==> src/rtl/dct_1d_row_loader_pkg.sv <==
// rtl/dct_1d_row_loader_pkg.sv - shared DCT constants and lane-pairing helpers
package dct_1d_row_loader_pkg;

    localparam int DCT_WIDTH     = 8;
    localparam int DCT_LANES     = 8;
    localparam int DCT_ROW_STORE = DCT_LANES - 1;

    function automatic int level_shift_const(input int width);
        return 1 << (width - 1);
    endfunction

    // Butterfly partner of a lane: lane k pairs with lane 7-k.
    function automatic int lane_pair(input int lane);
        return DCT_LANES - 1 - lane;
    endfunction

endpackage

==> src/rtl/dct_1d_butterfly_1.sv <==
// rtl/dct_1d_butterfly_1.sv - first DCT butterfly stage, combinational sums and differences
module dct_1d_butterfly_1
    import dct_1d_row_loader_pkg::*;
#(
    parameter int WIDTH = DCT_WIDTH
) (
    input  logic signed [WIDTH-1:0] lane_in  [DCT_LANES],
    output logic signed [WIDTH:0]   lane_out [DCT_LANES]
);

    logic signed [WIDTH:0] ext [DCT_LANES];

    genvar k;
    generate
        for (k = 0; k < DCT_LANES; k++) begin : g_ext
            assign ext[k] = (WIDTH+1)'(lane_in[k]);
        end
        // Sums fill the low half, differences the high half in mirrored order.
        for (k = 0; k < DCT_LANES / 2; k++) begin : g_bfly
            assign lane_out[k]            = ext[k] + ext[lane_pair(k)];
            assign lane_out[lane_pair(k)] = ext[k] - ext[lane_pair(k)];
        end
    endgenerate

endmodule

==> src/rtl/dct_1d_row_loader.sv <==
// rtl/dct_1d_row_loader.sv - level-shifts serial pixels, gathers rows, registers butterfly-1 lanes
module dct_1d_row_loader
    import dct_1d_row_loader_pkg::*;
#(
    parameter int WIDTH = DCT_WIDTH
) (
    input  logic                    Clock,
    input  logic                    Reset_n,
    input  logic                    In_Valid,
    input  logic [WIDTH-1:0]        In_Pixel,
    input  logic                    In_Sync,
    output logic                    Out_Valid,
    output logic signed [WIDTH:0]   Out_Data_0,
    output logic signed [WIDTH:0]   Out_Data_1,
    output logic signed [WIDTH:0]   Out_Data_2,
    output logic signed [WIDTH:0]   Out_Data_3,
    output logic signed [WIDTH:0]   Out_Data_4,
    output logic signed [WIDTH:0]   Out_Data_5,
    output logic signed [WIDTH:0]   Out_Data_6,
    output logic signed [WIDTH:0]   Out_Data_7,
    output logic [2:0]              Out_Row,
    output logic                    Out_Block_End
);

    localparam logic [WIDTH-1:0] LEVEL_SHIFT = WIDTH'(level_shift_const(WIDTH));

    logic [2:0]              col;
    logic [2:0]              row;
    logic signed [WIDTH-1:0] row_reg [DCT_ROW_STORE];
    logic signed [WIDTH-1:0] pixel_shifted;
    logic signed [WIDTH-1:0] bf_in  [DCT_LANES];
    logic signed [WIDTH:0]   bf_out [DCT_LANES];

    assign pixel_shifted = signed'(In_Pixel - LEVEL_SHIFT);

    // The eighth pixel feeds the butterfly directly instead of being stored.
    genvar j;
    generate
        for (j = 0; j < DCT_ROW_STORE; j++) begin : g_bf_in
            assign bf_in[j] = row_reg[j];
        end
    endgenerate
    assign bf_in[DCT_LANES-1] = pixel_shifted;

    dct_1d_butterfly_1 #(
        .WIDTH (WIDTH)
    ) u_butterfly (
        .lane_in  (bf_in),
        .lane_out (bf_out)
    );

    always_ff @(posedge Clock or negedge Reset_n) begin
        if (!Reset_n) begin
            col           <= 3'd0;
            row           <= 3'd0;
            Out_Valid     <= 1'b0;
            Out_Row       <= 3'd0;
            Out_Block_End <= 1'b0;
            Out_Data_0    <= '0;
            Out_Data_1    <= '0;
            Out_Data_2    <= '0;
            Out_Data_3    <= '0;
            Out_Data_4    <= '0;
            Out_Data_5    <= '0;
            Out_Data_6    <= '0;
            Out_Data_7    <= '0;
            for (int i = 0; i < DCT_ROW_STORE; i++) begin
                row_reg[i] <= '0;
            end
        end else begin
            Out_Valid <= 1'b0;
            if (In_Valid) begin
                if (In_Sync) begin
                    // Sync restarts the block; a pending partial row is dropped.
                    row_reg[0] <= pixel_shifted;
                    col        <= 3'd1;
                    row        <= 3'd0;
                end else if (col == 3'd7) begin
                    Out_Data_0    <= bf_out[0];
                    Out_Data_1    <= bf_out[1];
                    Out_Data_2    <= bf_out[2];
                    Out_Data_3    <= bf_out[3];
                    Out_Data_4    <= bf_out[4];
                    Out_Data_5    <= bf_out[5];
                    Out_Data_6    <= bf_out[6];
                    Out_Data_7    <= bf_out[7];
                    Out_Row       <= row;
                    Out_Block_End <= (row == 3'd7);
                    Out_Valid     <= 1'b1;
                    col           <= 3'd0;
                    row           <= row + 3'd1;
                end else begin
                    for (int i = 0; i < DCT_ROW_STORE; i++) begin
                        if (col == 3'(i)) begin
                            row_reg[i] <= pixel_shifted;
                        end
                    end
                    col <= col + 3'd1;
                end
            end
        end
    end

endmodule

==> config.mk <==
export PLATFORM = sky130hd
export DESIGN_NAME = dct_1d_row_loader
export DESIGN_NICKNAME = d
export VERILOG_FILES = /design/src/rtl/dct_1d_row_loader_pkg.sv /design/src/rtl/dct_1d_butterfly_1.sv /design/src/rtl/dct_1d_row_loader.sv
export SDC_FILE = /design/constraint.sdc
export NUM_CORES = 1
export LEC_CHECK = 0
export ABC_AREA = 0
export CORE_MARGIN = 8
export CORE_UTILIZATION = 45
export DETAILED_ROUTE_END_ITERATION = 12
export PLACE_DENSITY_LB_ADDON = 0.15
export SLEW_MARGIN = 20
export SYNTH_ARGS = -nofsm -noshare
export SYNTH_HDL_FRONTEND = slang
export SYNTH_SLANG_ARGS = --single-unit
==> constraint.sdc <==
create_clock -name Clock -period 5 [get_ports Clock]
set_input_delay 0.5 -clock Clock [delete_from_list [all_inputs] [get_ports Clock]]
set_output_delay 0.5 -clock Clock [all_outputs]
set_load 0.01 [all_outputs]
After elaboration in Yosys (flattened, before gate mapping)
Cells that the tools add are included.

Add/sub/neg operators: 11. $mul: 0. Divide/modulo/power cells: 0. Order comparisons: 0. Equality and inequality tests: 9. Shift operators: 0. Multiplexer cells: 16. Bitwise operators: 2. Reduce and logical (&&, ||, !) cells: 12.

Operators by type and width (number): 2-to-1 mux 8 bit (8); 2-to-1 mux 56 bit (1); adder 8 x 8 -> 9 bit (4); subtractor 8 x 8 -> 9 bit (4); AND reduction 4 bit (6); == test 3 bit, second input constant (5); 2-to-1 mux 3 bit (4); subtractor 8 bit, second input constant (1); adder 3 x 1 -> 3 bit, second input constant (2); == test 3 x 2 -> 1 bit, second input constant (2); AND reduction 3 bit (2); nonzero test 2 bit (2); == test 3 x 1 -> 1 bit, second input constant (1); zero test 3 bit (1); 2-to-1 mux 1 bit (3); != test 2 bit, second input constant (1); inverter 1 bit (2); AND reduction 2 bit (1).

Flip-flop bits (word level): 139. Latch bits: 0. Memory bits (writable): 0. Bits in read-only memories: 0. Output and inout bits: 77. Word-level logic and storage cells: 70. Memories: 0.

Longest topological paths before layout
Gate-level depths: netlist of run 1.

Word-level depth: 4. Depth in mapped cells: 10. Mapped depth without buffers: 8.

Modules after synthesis
Synthesis of run 1 repeated with hierarchy kept, for this count alone.

Cell total of the unflattened synthesis: 749. Area total of the unflattened synthesis: 8359.3 sq um.

By module, submodules not included: dct_1d_row_loader (times used 1, cells each 348, area each 5457.7 sq um); dct_1d_butterfly_1 (times used 1, cells each 401, area each 2901.5 sq um).

Worst setup path after synthesis of run 1
OpenSTA, ideal clock, no wires.

Path type: input to register. From: input In_Pixel[0]. To: register Out_Data_0[6]. Library setup time: 122 ps. Arrival time: 2004 ps. Data required time: 4878 ps. Slack: 2874 ps. Stages: 7. Path through: ha_1 -> fa_1 -> nor2b_1 -> or3_1 -> a31oi_1 -> mux2i_1 -> nand2_1.

Cells in the longest elaborated chain, start to end: 2.

RTL lines: start: declaration (RTL line dct_1d_row_loader.sv:10) `input logic [WIDTH-1:0] In_Pixel,`; subtractor 8 bit (RTL line dct_1d_row_loader.sv:34) `assign pixel_shifted = signed'(In_Pixel - LEVEL_SHIFT);`; adder 8 x 8 -> 9 bit (RTL line dct_1d_butterfly_1.sv:20) `assign lane_out[k] = ext[k] + ext[lane_pair(k)];`; end signal: assignment (RTL line dct_1d_row_loader.sv:79) `Out_Data_0 <= bf_out[0];`; end: declaration (RTL line dct_1d_row_loader.sv:13) `output logic signed [WIDTH:0] Out_Data_0,`.

No other way between the ends. A chain may end at the register's enable or synchronous reset.

Final worst setup path of run 1
Same ends and word-level chain as after synthesis.

==> reports/results.env, run 1 <==
R2R_CELLS=7
FRACTION_OF_LAYOUT_INSTANCES_USING_A_DRIVE_STRENGTH_ABOVE_1_PCT=5.45
ANTENNA_CELLS=0
DP_HPWL_UM=12900
MAX_CLOCK_FREQ_MHz=377
NETLIST_TOP_CELLS_AREA='sky130_fd_sc_hd__dfrtp_1 (42%), sky130_fd_sc_hd__ha_1 (11%), sky130_fd_sc_hd__o21ai_0 (6.5%), sky130_fd_sc_hd__nand2_1 (5.5%), sky130_fd_sc_hd__inv_1 (3.4%)'
TIMING.CRITICAL_PATH.FANOUT_MAX=9
POST_SYNTH_MOST_FREQUENT_CELLS='sky130_fd_sc_hd__dfrtp_1 (135), sky130_fd_sc_hd__nand2_1 (116), sky130_fd_sc_hd__o21ai_0 (104)'
NETS=1015
DETAIL-ROUTE-ANTENNA-NETS=0
HOLDBUFCOUNTCTS=0
COREAREA_UM2=17400
SYNTH_SEQ_AREA_SHARE_PCT=42.3
SYNTH.MOST_COMMON_CELL='sky130_fd_sc_hd__dfrtp_1'
FINAL-HOLD-VIOLATION-COUNT=0
DRC_ERRORS=0
NUMBER_OF_BUFFERS_CREATED_BY_CTS=17
INITIAL_UTIL_PCT=46.0
SW_FRAC_OF_TOTAL_PCT=38.2
GRT_REMAINING_OVERFLOW=0
FLOW.AREA_GROWTH_FROM_SYNTHESIS_PCT=19.5
FIRST_GLOBAL_VIAS=5899
FIN_SETUP_TNS_NS=0
CLOCK_POWER_SHARE_PCT=23.7
DESIGN.PORTCOUNT=89
MAPPEDNETLISTAREA_UM2=7990
INSTANCES_NO_FILL=1160
CELLPOWERDENSITY_nW_PER_UM2=567
FINAL_CORE_UTIL_PCT=55.0
SETUP_VIOL=0
INTERNAL_POWER_mW=3.34
IR_WORST_VDD_mV=0.278
POST-CTS-SETUP-BUFFERS=0
CP.ARRIVAL_NS=2.96
YOSYS_WARN_COUNT=0
CRIT-REG2REG-CAPTURE='Out_Data_6[7]'
CRIT_CHAIN='clkdlybuf4s50_1 -> ha_1 -> fa_1 -> nor2b_1 -> or3_1 -> a31oi_1 -> mux2i_1 -> nand2_1'
CHIPHEIGHT_UM=149
CLK_SLEW_ON_WORST_S_H_PATHS_NS=0.06
FIRST_PASS_ITERS=4
DRV_CAP=0
ANTENNA_VIOLATIONS_BEFORE_REPAIR=0
R2R-START='col[0]'
CP_SLOWEST_CELL='sky130_fd_sc_hd__clkdlybuf4s50_1'
CRIT_PATH_END_KIND='flip-flop'
GRT_FIRST_PASS_WIRELENGTH_UM=30200
MAX_SLEW_MARGIN_PCT=37.4
SEQ_POWER_SHARE_PCT=31.3
MIN_PATH_TYPE='input port to asynchronous set/reset pin'
DRT-INITIAL-DRC-COUNT=257
SYNTH_FF_TYPE='sky130_fd_sc_hd__dfrtp_1'
CTS_TREE='done'
GRT_MAX_DEGREE=149
AVGVIACOUNTPERCELL=5.26
YS_FF_LATCH=135
TIMING_WORST_SLEW_PIN_VALUE_NS=0.939
CLOCK_PATH_BUFFERS=2
CRIT_PATH_START='In_Pixel[0]'
POWER_SWITCHING_mW=2.07
PLACED_CELLS_INCL_TAPS=1129
DETAIL_ROUTE.WIRELENGTH_UM=18100
CLK-INSERTION-DELAY-LATE_NS=0.42
NUM_ROWS=48
GRTUSAGETOTAL_PCT=16.9
PWR-SHARE-COMB_PCT=44.9
DIE_AREA_UM2=22300
TOTALPOWERFINAL_mW=5.41
STATIC-LEAKAGE-POWER_nW=4.48
FIN_CRIT_NS=2.65
REG2REG_SETUP_SLACK_NS=2.42
SHARE_OF_ASYNC_SETTABLE_OR_ASYNC_RESETTABLE_FLOPS_AFTER_SYNTHESIS_PCT=100
STATUS='completed'
COUNT_OF_DISTINCT_CELL_TYPES_IN_THE_SYNTHESIZED_NETLIST=58
BUFFER_PORTS.INSERTED=88
ROUTEDWLPERCELL_UM=15.6
WORST_PATH_MAX_STAGE_DELAY_NS=0.69
MIN_PERIOD_OVER_PERIOD_PCT=53.1
SYNTH_AREA_PER_CELL_UM2=9.28
SYNTHCELLS=861
CTS_RESIZED=0
HTREEDEPTH=4
PLACE_CONGESTION=0.831
REQUIRED_NS=5.30
REPORT.FINAL.SLEW_VIOL_COUNT=0
CLKSINKCOUNT=135
NUM_VIAS=6104
YOSYSTOPAREACELLSHARE_PCT=42.3
TIMING.CRITICAL_PATH.FROM_TYPE='input port'
LARGEST_REGISTER_FFS=56
SYNTH.NET_COUNT=953
UNREPAIRED_SETUP_ENDPOINTS_AFTER_GLOBAL_ROUTING='false'
CTS_ROOT_BUFFER='sky130_fd_sc_hd__clkbuf_16'
CLOCK_SKEW_NS=0.00704
SYNTH_EDF_COUNT=0
DIE_W_UM=149
SYNTH_TOP_AREA_CELL='sky130_fd_sc_hd__dfrtp_1'
CRITPATHKIND='input port to flip-flop'
-- how the worst max path moves through the flow --
stage	end	slack [ns]	cells past startpoint
after floorplan	Out_Data_0[6]	2.87	7
after global placement	Out_Data_0[6]	1.94	8
after detailed placement	Out_Data_0[6]	1.92	8
after CTS	Out_Data_0[6]	2.36	8
after global routing	Out_Data_0[7]	2.21	8
final	Out_Data_0[6]	2.35	8
-- worst max-delay path, delay by kind of cell --
family / cells / cell delay, ns
buf+inv: 1 / 0.69
simple gates: 3 / 0.52
compound gates: 1 / 0.26
mux: 1 / 0.21
fa+ha+maj: 2 / 0.77
-- power groups by stage --
stage               sequential (mW)  combinational (mW)  clock [mW]
global route                   1.75                2.73        1.35
global placement               1.71                2.41           0
floorplan                      1.73                1.62           0
finish                         1.70                2.43        1.28
CTS                            1.71                2.45        1.30
detailed placement             1.73                2.43           0
-- layer usage --
layer  share of wire (%)  up-vias  track usage, %  wire length, um
met4                0.86        0            5.40              156
met3                 3.7       10            3.31              666
met1                  50     2908            22.7             8990
li1                    -     3100               -                -
met2                  46       86            26.8             8330
met5                   0        -               0                0
-- metrics by stage --
stage	area [um2]	hold slack, ns	worst slack, ns
finish	9540	0.193	2.35
global route	9540	0.288	2.21
CTS	9540	0.246	2.36
detailed placement	8940	0.466	1.92
global placement	8940	0.458	1.94
floorplan	7990	0.204	2.87
-- final cells by class --
| cell class | instances | area (um2) |
|---|---|---|
| fill | 1596 | 7820 |
| multi-input combinational | 605 | 4090 |
| sequential | 135 | 3380 |
| timing repair buffer | 91 | 917 |
| clock buffer | 20 | 447 |
| tap | 225 | 282 |
| inverter | 73 | 274 |
| clock inverter | 11 | 150 |
-- layout by cell type (no fill, tap or decap), drive strengths merged, types with 11 or more instances in the layout --
cell and n:
nor3 20, mux2 12, o31ai 15, nand2 116, dfrtp 135, inv 73, nor2 38, ha 72
clkbuf 20, nand3 15, o21a 16, a221oi 11, a21oi 25, o21ai 106, and3 12, clkdlybuf4s50 87
nand2b 19
-- cells by family after synthesis --
kind of cell,after synthesis,share of synthesized area (%)
AND/OR/NAND/NOR,265,15.8
buffers and inverters,121,6.45
XOR/XNOR,17,1.86
flip-flops,135,42.3
adder cells (fa/ha/maj),80,13.3
AO/OA/AOI/OAI,228,18.2
multiplexers,15,2.07
Power figures use the tool's default switching activity.
==> run 2: changes to the inputs <==
clock period = 2.5 ns   (was 5 ns; I/O delays follow)
==> run 2 against run 1 <==
- non-clock buffer count is 30 higher
- core utilization is 1.6 points higher
- design area increased by 2.9%
- largest cell class unchanged
==> reports/results.env, run 2 (same netlist as run 1, synthesis figures left out) <==
LARGEST_REGISTER_FFS=56
STATIC-LEAKAGE-POWER_nW=4.64
DETAIL_ROUTE.WIRELENGTH_UM=18900
GRT_REMAINING_OVERFLOW=0
FIRST_PASS_ITERS=5
MAX_SLEW_MARGIN_PCT=57.5
FIN_AREA_UM2=9820
STATUS='completed'
HTREEDEPTH=4
DRC_ERRORS=0
INITIAL_UTIL_PCT=46.0
NUM_ROWS=48
NUMBER_OF_BUFFERS_CREATED_BY_CTS=17
CRIT_PATH_END_KIND='flip-flop'
GRTUSAGETOTAL_PCT=17.6
MAX_CLOCK_FREQ_MHz=437
BUFFER_PORTS.INSERTED=88
DETAIL-ROUTE-ANTENNA-NETS=0
FIN_CRIT_NS=2.29
NUM_VIAS=6289
CRITPATHKIND='flip-flop to flip-flop'
DPL_CELL_AREA_UM2=9180
ANTENNA_VIOLATIONS_BEFORE_REPAIR=1
GRT_FIRST_PASS_WIRELENGTH_UM=31300
IR_WORST_VDD_mV=0.563
DIE_W_UM=149
TIMING.CRITICAL_PATH.FANOUT_MAX=21
DIE_AREA_UM2=22300
FINAL-HOLD-VIOLATION-COUNT=0
CLK_SLEW_ON_WORST_S_H_PATHS_NS=0.06
SETUP_VIOL=0
CHIPHEIGHT_UM=149
CTS_TREE='done'
FIRST_GLOBAL_VIAS=5988
PLACED_CELLS_INCL_TAPS=1158
ROUTEDWLPERCELL_UM=15.8
FINAL_CORE_UTIL_PCT=56.6
UNREPAIRED_SETUP_ENDPOINTS_AFTER_GLOBAL_ROUTING='false'
MIN_PERIOD_OVER_PERIOD_PCT=91.5
WHS_NS=0.349
DRT-INITIAL-DRC-COUNT=291
MOST_FREQUENT_STANDARD_CELL_IN_THE_LAYOUT_EXCLUDING_FILL_AND_TAP_CELLS='sky130_fd_sc_hd__dfrtp_1'
FINALWORSTSETUPSLACK_NS=0.213
FLOW.AREA_GROWTH_FROM_SYNTHESIS_PCT=22.9
PLACE_CONGESTION=0.867
INSTANCES_NO_FILL=1191
CLOCK_PATH_BUFFERS=2
DRV_CAP=0
CTS_RESIZED=0
COREAREA_UM2=17400
ANTENNA_CELLS=0
REPORT.FINAL.SLEW_VIOL_COUNT=0
DESIGN.PORTCOUNT=89
CLOCK_SKEW_NS=0.00751
MOSTFREQUENTLAYOUTCELLS='sky130_fd_sc_hd__dfrtp_1 (135), sky130_fd_sc_hd__nand2_1 (116), sky130_fd_sc_hd__o21ai_0 (104), sky130_fd_sc_hd__clkdlybuf4s50_1 (87)'
TIMING.CRITICAL_PATH.FROM_TYPE='flip-flop'
HOLDBUFCOUNTCTS=1
DP_HPWL_UM=14000
CLK-INSERTION-DELAY-LATE_NS=0.42
POST-CTS-SETUP-BUFFERS=0
FRACTION_OF_LAYOUT_INSTANCES_USING_A_DRIVE_STRENGTH_ABOVE_1_PCT=8.70
MIN_PATH_TYPE='input port to asynchronous set/reset pin'
PRE_CTS_SLACK_NS=-0.00310
REQUIRED_NS=2.86
GRT_MAX_DEGREE=56
TIMING_WORST_SLEW_PIN_VALUE_NS=0.638
FIN_SETUP_TNS_NS=0
NETS=1045
CP.ARRIVAL_NS=2.64
CLKSINKCOUNT=135
TOTALPOWERFINAL_mW=11.0
AVGVIACOUNTPERCELL=5.28
CTS_ROOT_BUFFER='sky130_fd_sc_hd__clkbuf_16'
CELLPOWERDENSITY_nW_PER_UM2=1120
-- run 2: cell count changes in the layout (fill, tap and decap cells not counted), sizes merged --
| cell | before | now |
|---|---|---|
| clkinv | 6 | 7 |
| clkbuf | 20 | 17 |
| bufinv | 3 | 4 |
| buf | 4 | 33 |
| inv | 73 | 74 |
| dlygate4sd3 | 0 | 1 |
| clkinvlp | 2 | 3 |
-- run 2: worst max-delay path: stages, from the launching register on --
cell,delay (ns)
sky130_fd_sc_hd__dfrtp_1,0.39
sky130_fd_sc_hd__ha_1,0.19
sky130_fd_sc_hd__ha_1,0.32
sky130_fd_sc_hd__nand3b_4,0.30
sky130_fd_sc_hd__buf_4,0.28
sky130_fd_sc_hd__or4_1,0.50
sky130_fd_sc_hd__o211a_1,0.14
sky130_fd_sc_hd__nand3_1,0.08
-- run 2: final cells by class --
class / count / area [um2]
sequential: 135 / 3380
clock buffer: 17 / 425
multi-input combinational: 605 / 4100
timing repair buffer: 121 / 1160
tap: 225 / 282
inverter: 73 / 274
clock inverter: 15 / 201
fill: 1597 / 7540
-- run 2: worst paths after layout --
kind                          startpoint       endpoint  slack [ns]  cells after the start
max                               col[0]  Out_Data_3[7]        0.21                      7
min in group Clock         Out_Data_2[1]  Out_Data_2[1]        0.47                      2
min reg2reg                Out_Data_2[1]  Out_Data_2[1]        0.47                      2
min                              Reset_n     Out_Row[0]        0.35                      2
max reg2reg                       col[0]  Out_Data_3[7]        0.21                      7
max in group asynchronous        Reset_n      bf_in[41]        1.34                      3
-- run 2: where the power goes --
group | internal (mW) | total (mW) | switching, mW | leakage [nW]
sequential | 2.86 | 3.40 | 0.539 | 1.79
combinational | 2.28 | 4.94 | 2.66 | 2.55
clock | 1.67 | 2.67 | 0.996 | 0.300
total | 6.81 | 11.0 | 4.19 | 4.64
-- run 2: metal layers --
layer,up-vias,wire (um),GRT usage (%)
met1,2977,9050,23.8
met5,-,13,0
li1,3173,-,-
met4,2,238,5.96
met2,115,8770,27.7
met3,22,801,3.40
